File: src/rtl/ir_nec_tx_controller.sv
// NEC IR frame sequencer: accepts one address/command pair per handshake and
// gates an external carrier into a complete NEC frame, followed by a minimum
// idle gap. The carrier divider is held in reset whenever no mark is being
// sent, so every mark starts on a fresh carrier phase.
module ir_nec_tx_controller #(
  parameter int UNIT_CYCLES = 28125,
  parameter int UNIT_W      = 15,
  parameter int GAP_UNITS   = 72
) (
  input  logic       clk,
  input  logic       reset,
  input  logic       tx_valid,
  output logic       tx_ready,
  input  logic [7:0] tx_addr,
  input  logic [7:0] tx_cmd,
  input  logic       carrier_in,
  output logic       carrier_rst,
  output logic       ir_out,
  output logic       busy,
  output logic       done
);

  typedef enum logic [2:0] {
    IDLE,
    LEAD_MARK,
    LEAD_SPACE,
    BIT_MARK,
    BIT_SPACE,
    STOP_MARK,
    GAP
  } state_t;

  localparam logic [UNIT_W-1:0] CYC_LAST  = UNIT_W'(UNIT_CYCLES - 1);
  localparam logic [15:0]       LEAD_MK_L = 16'd15;
  localparam logic [15:0]       LEAD_SP_L = 16'd7;
  localparam logic [15:0]       ONE_L     = 16'd0;
  localparam logic [15:0]       THREE_L   = 16'd2;
  localparam logic [15:0]       GAP_L     = 16'(GAP_UNITS - 1);

  state_t            state;
  state_t            state_next;
  logic [UNIT_W-1:0] cyc;
  logic [15:0]       units;
  logic [4:0]        bit_idx;
  logic [31:0]       shreg;
  logic [15:0]       dur_last;
  logic              tick;
  logic              expire;
  logic              mark;
  logic              xfer;

  // State register; reset aborts any frame in progress immediately.
  always_ff @(posedge clk or posedge reset) begin
    if (reset) state <= IDLE;
    else       state <= state_next;
  end

  // Per-state duration, expiry detection, next-state and output decode.
  always_comb begin
    state_next = state;
    mark       = 1'b0;
    dur_last   = ONE_L;
    tick       = (cyc == CYC_LAST);
    case (state)
      LEAD_MARK:  begin dur_last = LEAD_MK_L; mark = 1'b1; end
      LEAD_SPACE: dur_last = LEAD_SP_L;
      BIT_MARK:   begin dur_last = ONE_L; mark = 1'b1; end
      BIT_SPACE:  dur_last = shreg[0] ? THREE_L : ONE_L;
      STOP_MARK:  begin dur_last = ONE_L; mark = 1'b1; end
      GAP:        dur_last = GAP_L;
      default:    dur_last = ONE_L;
    endcase
    expire = tick && (units == dur_last);
    xfer   = (state == IDLE) && tx_valid;
    case (state)
      IDLE:       if (tx_valid) state_next = LEAD_MARK;
      LEAD_MARK:  if (expire) state_next = LEAD_SPACE;
      LEAD_SPACE: if (expire) state_next = BIT_MARK;
      BIT_MARK:   if (expire) state_next = BIT_SPACE;
      BIT_SPACE:  if (expire) state_next = (bit_idx == 5'd31) ? STOP_MARK : BIT_MARK;
      STOP_MARK:  if (expire) state_next = GAP;
      GAP:        if (expire) state_next = IDLE;
      default:    state_next = IDLE;
    endcase
    tx_ready    = (state == IDLE);
    busy        = (state != IDLE);
    done        = (state == STOP_MARK) && expire;
    carrier_rst = ~mark;
    ir_out      = mark & carrier_in;
  end

  // Timing counters, bit index and payload shift register.
  always_ff @(posedge clk or posedge reset) begin
    if (reset) begin
      cyc     <= '0;
      units   <= '0;
      bit_idx <= '0;
      shreg   <= '0;
    end else if (state == IDLE) begin
      cyc     <= '0;
      units   <= '0;
      bit_idx <= '0;
      if (xfer) shreg <= {~tx_cmd, tx_cmd, ~tx_addr, tx_addr};
    end else begin
      if (expire) begin
        cyc   <= '0;
        units <= '0;
      end else if (tick) begin
        cyc   <= '0;
        units <= units + 16'd1;
      end else begin
        cyc <= cyc + 1'b1;
      end
      if ((state == BIT_SPACE) && expire) begin
        shreg   <= {1'b0, shreg[31:1]};
        bit_idx <= bit_idx + 5'd1;
      end
    end
  end

endmodule

File: config.mk
export PLATFORM = sky130hd
export DESIGN_NAME = ir_nec_tx_controller
export DESIGN_NICKNAME = d
export VERILOG_FILES = /design/src/rtl/ir_nec_tx_controller.sv
export SDC_FILE = /design/constraint.sdc
export NUM_CORES = 1
export LEC_CHECK = 0
export CORE_ASPECT_RATIO = 1.75
export CORE_UTILIZATION = 63
export CTS_CLUSTER_SIZE = 16
export DETAILED_ROUTE_END_ITERATION = 6
export GPL_ROUTABILITY_DRIVEN = 0
export GPL_TIMING_DRIVEN = 0
export PLACE_DENSITY = 0.91
export SKIP_CTS_REPAIR_TIMING = 1
export SLEW_MARGIN = 20
export SYNTH_ARGS = -nofsm -noshare
export SYNTH_HDL_FRONTEND = slang
export SYNTH_SLANG_ARGS = --single-unit
export TNS_END_PERCENT = 10
File: constraint.sdc
create_clock -name clk -period 4.8 [get_ports clk]
set_input_delay 1.2 -clock clk [delete_from_list [all_inputs] [get_ports clk]]
set_output_delay 1.2 -clock clk [all_outputs]
set_load 0.01 [all_outputs]
# Yosys cells after proc, flatten, opt, wreduce, memory -nomap -nowiden
# Cells that the tools add are included.
[word_totals] rom_bits=0 reg_bits=71 memories=0 in_bits=20 latchBits=0 ram_bits=0
[op_classes] eq_ne=17 multipliers=0 n_reduce_logical=11 n_lt_le_gt_ge=0 muxes=23 bitwise=4 n_div=0 n_addsub=3 shift=0
[ops] cell="2-to-1 mux 32 bit" n=3
[ops] cell="2-to-1 mux 16 bit" n=3
[ops] cell="2-to-1 mux 15 bit" n=3
[ops] cell="case mux 7 bit (4 select lines)" n=1
[ops] cell="2-to-1 mux 3 bit" n=8
[ops] cell="case mux 3 bit (7 select lines)" n=1
[ops] cell="adder 16 x 1 -> 16 bit (second input constant)" n=1
[ops] cell="== test 16 bit" n=1
[ops] cell="inverter 8 bit" n=2
[ops] cell="adder 15 x 1 -> 15 bit (second input constant)" n=1
[ops] cell="== test 15 bit (second input constant)" n=1
[ops] cell="inequality test 2 bit (second input constant)" n=7
[ops] cell="2-to-1 mux 5 bit" n=2
[ops] cell="== test 3 bit (second input constant)" n=3
[ops] cell="AND reduction 7 bit" n=1
[ops] cell="== test 3 x 2 -> 1 bit (second input constant)" n=2
[ops] cell="nonzero test 3 bit" n=2
[ops] cell="adder 5 x 1 -> 5 bit (second input constant)" n=1
[ops] cell="== test 5 bit (second input constant)" n=1
[ops] cell="logical AND 1 bit" n=4
[ops] cell="== test 3 x 1 -> 1 bit (second input constant)" n=1
[ops] cell="zero test 3 bit" n=1
[ops] cell="OR reduction 3 bit" n=1
[ops] cell="2-to-1 mux 2 bit" n=1
[ops] cell="6 further kinds" n=6

# Longest topological paths before layout
[logic_depth] word_depth=7 ltp_mapped=10

# Worst setup path before layout
# OpenSTA, ideal clock, no wires.
[synth_path] path_kind="reg-to-output" start="register state[1]" end="output port done" path_stages_with_launch=7 path_buffers=1 arrival_ns=1.930 setup_slack_ns=1.670 required_ns=3.600 cell_sequence="dfrtp_1 > buf_2 > or3b_1 > a211oi_2 > o2111ai_2 > nor3_1 > and4_1"
[synth_via] elab_chain_len=5
[synth_rtl] element="from (decl)" line_no="40" text="state_t state;"
[synth_rtl] element="from (signal assigned)" line_no="55" text="else state <= state_next;"
[synth_rtl] element="== test 3 bit (tied with other cells)" line_no="64" text="case (state)"
[synth_rtl] element="case mux 7 bit (4 select lines)" line_no="64"
[synth_rtl] element="== test 16 bit" line_no="73" text="expire = tick && (units == dur_last);"
[synth_rtl] element="logical AND 1 bit" line_no="73"
[synth_rtl] element="logical AND 1 bit *" line_no="87" text="done = (state == STOP_MARK) && expire;"
[synth_rtl] element="to (decl)" line_no="20" text="output logic done"
# Every way passes the cells marked *; elsewhere a longest branch is shown, timed or not.

# Worst setup path in the final report
# Ends and elaborated chain as after synthesis.

==> summary.md <==
| Metric | Value |
|---|---|
| Full die area | `5980 um2` |
| Number of flops mapped to enable cells by yosys | `0` |
| Yosys reg bits | `between 70 and 80` |
| Critical path cell sequence | `buf_2, or3b_1, a211oi_2, o2111ai_2, nor3_1, and4_1, clkdlybuf4s50_1` |
| Syn. warnings | `0` |
| Ys async rst share | `100%` |
| Routed vias/inst | `6.39` |
| CP endpoint kind | `output port` |
| Hold Crit Depth | `1` |
| Gate Count Post-Synth | `357` |
| Vias in the first global route | `3,112` |
| Mapped Area | `3570 um2` |
| Routed vias | `3,018` |
| Worst EP arrival | `slightly above 3 ns` |
| Placement-stage cell area | `just under 4000 um2` |
| Clk_lat worst skew | `0.36 ns` |
| Initial DRC Count | `243` |
| Worst r2r src | `state[2]` |
| Worst VDD drop | `0.239 mV` |
| Final wirelength | `8390 um` |
| Clock buffer depth | `2` |
| CTS H-Tree Depth | `3` |
| Complex-gate fraction of the synthesized area | `15.9%` |
| Adder-cell share of the synthesized area | `under 10%` |
| First-pass GRT wire length | `14,400 um` |
| Core area | `about 5300 um2` |
| Drt wl/cell | `17.8 um` |
| NetSw | `0.360 mW` |
| Num CTS Buffers | `9` |
| Starting Density | `66.8%` |
| Nets@finish | `418` |
| Syn_area_per_cell | `9.99 um2` |
| Register area | `1780 um2` |
| Die Y | `a little over 100 um` |
| HPWL after DPL | `approximately 5900 um` |
| CP Max Fanout | `10` |
| Synth area leaders | `dfrtp_1 (50%), a221o_1 (8.1%), nor2_1 (4.5%), and3_1 (3.9%), nand3_1 (3.1%)` |
| Slowest-stage cell, CP | `clkdlybuf4s50_1` |
| Largest family of logic cells by synthesized area | `simple AND/OR/NAND/NOR gates` |
| Std-Cell Rows | `35` |
| Comb power frac | `a little over a tenth` |
| Crit-path max cell delay | `between 0.5 and 0.6 ns` |
| Post-synthesis sequential area ratio | `49.8%` |
| Clock power frac | `34.3%` |
| Max_cap viols | `0` |
| Final std cells w/o fill | `472` |
| Initial antenna violation count | `0` |
| Crit Path Class | `reg2out` |
| DIE WIDTH | `58.9 um` |
| Worst Tran Pin Value | `0.596 ns` |
| Most used DFF post-synth | `dfrtp_1` |
| Grt ovf | `0` |
| Drt pass-1 iters | `5` |
| Clock-pin slew on the worst setup and hold paths | `around 0.090 ns` |
| Yosys top cell area share | `49.8%` |
| Sequential share of power | `55.2%` |
| Slew HR | `59.8%` |
| Sw Ratio | `28.0%` |
| Worst Reg-to-Reg Cells | `8` |
| Input/output buffers | `24` |
| RSZ-0062 raised after global routing | `no` |
| Dpl cells | `456` |
| Synth Area in XOR/XNOR | `4.42%` |
| Root Buffer | `clkbuf_8` |
| Internal | `0.925 mW` |
| Area of the multi-input gates | `roughly 1600 um2` |
| Crit path launch type | `register` |
| ANT nets after route | `0` |
| Flop2flop setup slack | `2.09 ns` |
| # clock sinks | `71` |
| Req. time, crit path | `3.60 ns` |
| CTS tree | `built` |
| Fin Setup TNS | `0 ns` |
| Tot GR Track Use | `32.8%` |
| Multiplexer area fraction after synthesis | `0.316%` |
| Synth cell types | `53` |
| # fillers | `361` |
| Simple-Gate Fraction of Synth Area | `23.5%` |
| Syn_nets | `roughly 380` |
| DRC errors left | `0` |
| Final instance area | `just over 4000 um2` |
| Area leader, netlist | `dfrtp_1` |
| Status | `completed` |
| Total leakage power | `about 1.9 nW` |
| Max Clk Rate | `233 MHz` |
| Pin count of the biggest net entering global routing | `42` |
| N_diodes | `0` |
| Hold path endpoint | `shreg[2]` |
| Worst hold path class | `reg2reg` |
| Most common cell in the synthesized netlist | `dfrtp_1` |
| Hold Startpoint | `shreg[2]` |
| Fraction of layout cells with a size suffix above 1 | `under 10%` |
| IO Count | `25` |
| Area growth from synthesis to layout | `15.0%` |
| Final setup vio count | `0` |
| Power per cell area | `313 nW/um2` |
| Max-slew violation count | `0` |
| Final hold vios | `0` |
| R2R Path End | `units[4]` |
| Tcrit/Tclk final | `89.4%` |
| Commonest cells post-synth | `dfrtp_1 (71), nor2_1 (43), a221o_1 (29)` |
| Clk_skew | `0.0101 ns` |
| Post-layout minimum cycle time | `4.29 ns` |
## stage by stage
| stage | power (mW) | setup slack, ns | util [%] | hold WS [ns] |
|---|---|---|---|---|
| floorplan | 0.799 | 1.67 | - | 0.450 |
| global placement | 0.839 | 0.731 | 73.0 | 0.469 |
| detailed placement | 0.853 | 0.904 | 73.4 | 0.500 |
| CTS | 1.29 | 0.496 | 76.8 | 0.521 |
| global route | 1.34 | 0.311 | 76.8 | 0.535 |
| finish | 1.28 | 0.510 | 76.8 | 0.524 |
## layer usage
metal | vias to the layer above | track usage, % | wire [um]
li1 | 1391 | - | -
met1 | 1475 | 36.7 | 3130
met2 | 119 | 56.6 | 4570
met3 | 33 | 6.13 | 368
met4 | 0 | 19.2 | 316
met5 | - | 0 | 0
## power by group through the flow
stage,clock (mW),sequential [mW],combinational [mW]
after floorplan,0,0.705,0.0946
after global placement,0,0.715,0.124
after detailed placement,0,0.719,0.134
after CTS,0.448,0.708,0.135
after global routing,0.471,0.716,0.154
final,0.441,0.710,0.134
## registers in the layout (all words and copies together) (netlist names)
name	flops
state	3
cyc	15
bit_idx	5
shreg	32
units	16
## layout by cell type (no fill, tap or decap), types with 11 or more instances in the layout
| cell | count |
|---|---|
| and3_1 | 22 |
| nor2_1 | 43 |
| clkdlybuf4s50_1 | 24 |
| dfrtp_1 | 71 |
| xnor2_1 | 11 |
| a221o_1 | 29 |
| inv_1 | 13 |
| nand2_1 | 28 |
| nand3_1 | 22 |
## cell type report
class	count	area share, %
flip-flops and latches	71	43.3
multi-input cells	254	40.1
repair buffers	25	6.35
clock buffers	9	3.02
plain buffers	18	2.26
well taps	74	2.26
clock inverters	7	1.34
inverters	14	1.34
## cell families after synthesis
family / Yosys count
simple gates: 163
flops: 71
compound gates: 66
buf+inv: 32
xor+xnor: 18
fa+ha+maj: 6
mux: 1
## worst max-delay path, delay by kind of cell (launching register included)
kind	cells	cell delay (ns)
AND/OR/NAND/NOR	3	1.12
buffers and inverters	2	0.72
AO/OA/AOI/OAI	2	0.53
flip-flops	1	0.37
## worst max-delay path by stage
stage / from / endpoint / slack [ns] / cells past startpoint
global placement: reset / shreg[10] / 0.73 / 2
CTS: state[1] / done / 0.50 / 7
global route: state[1] / done / 0.31 / 7
floorplan: state[1] / done / 1.67 / 6
finish: state[1] / done / 0.51 / 7
detailed placement: state[1] / done / 0.90 / 7
Power figures use the tool's default switching activity.
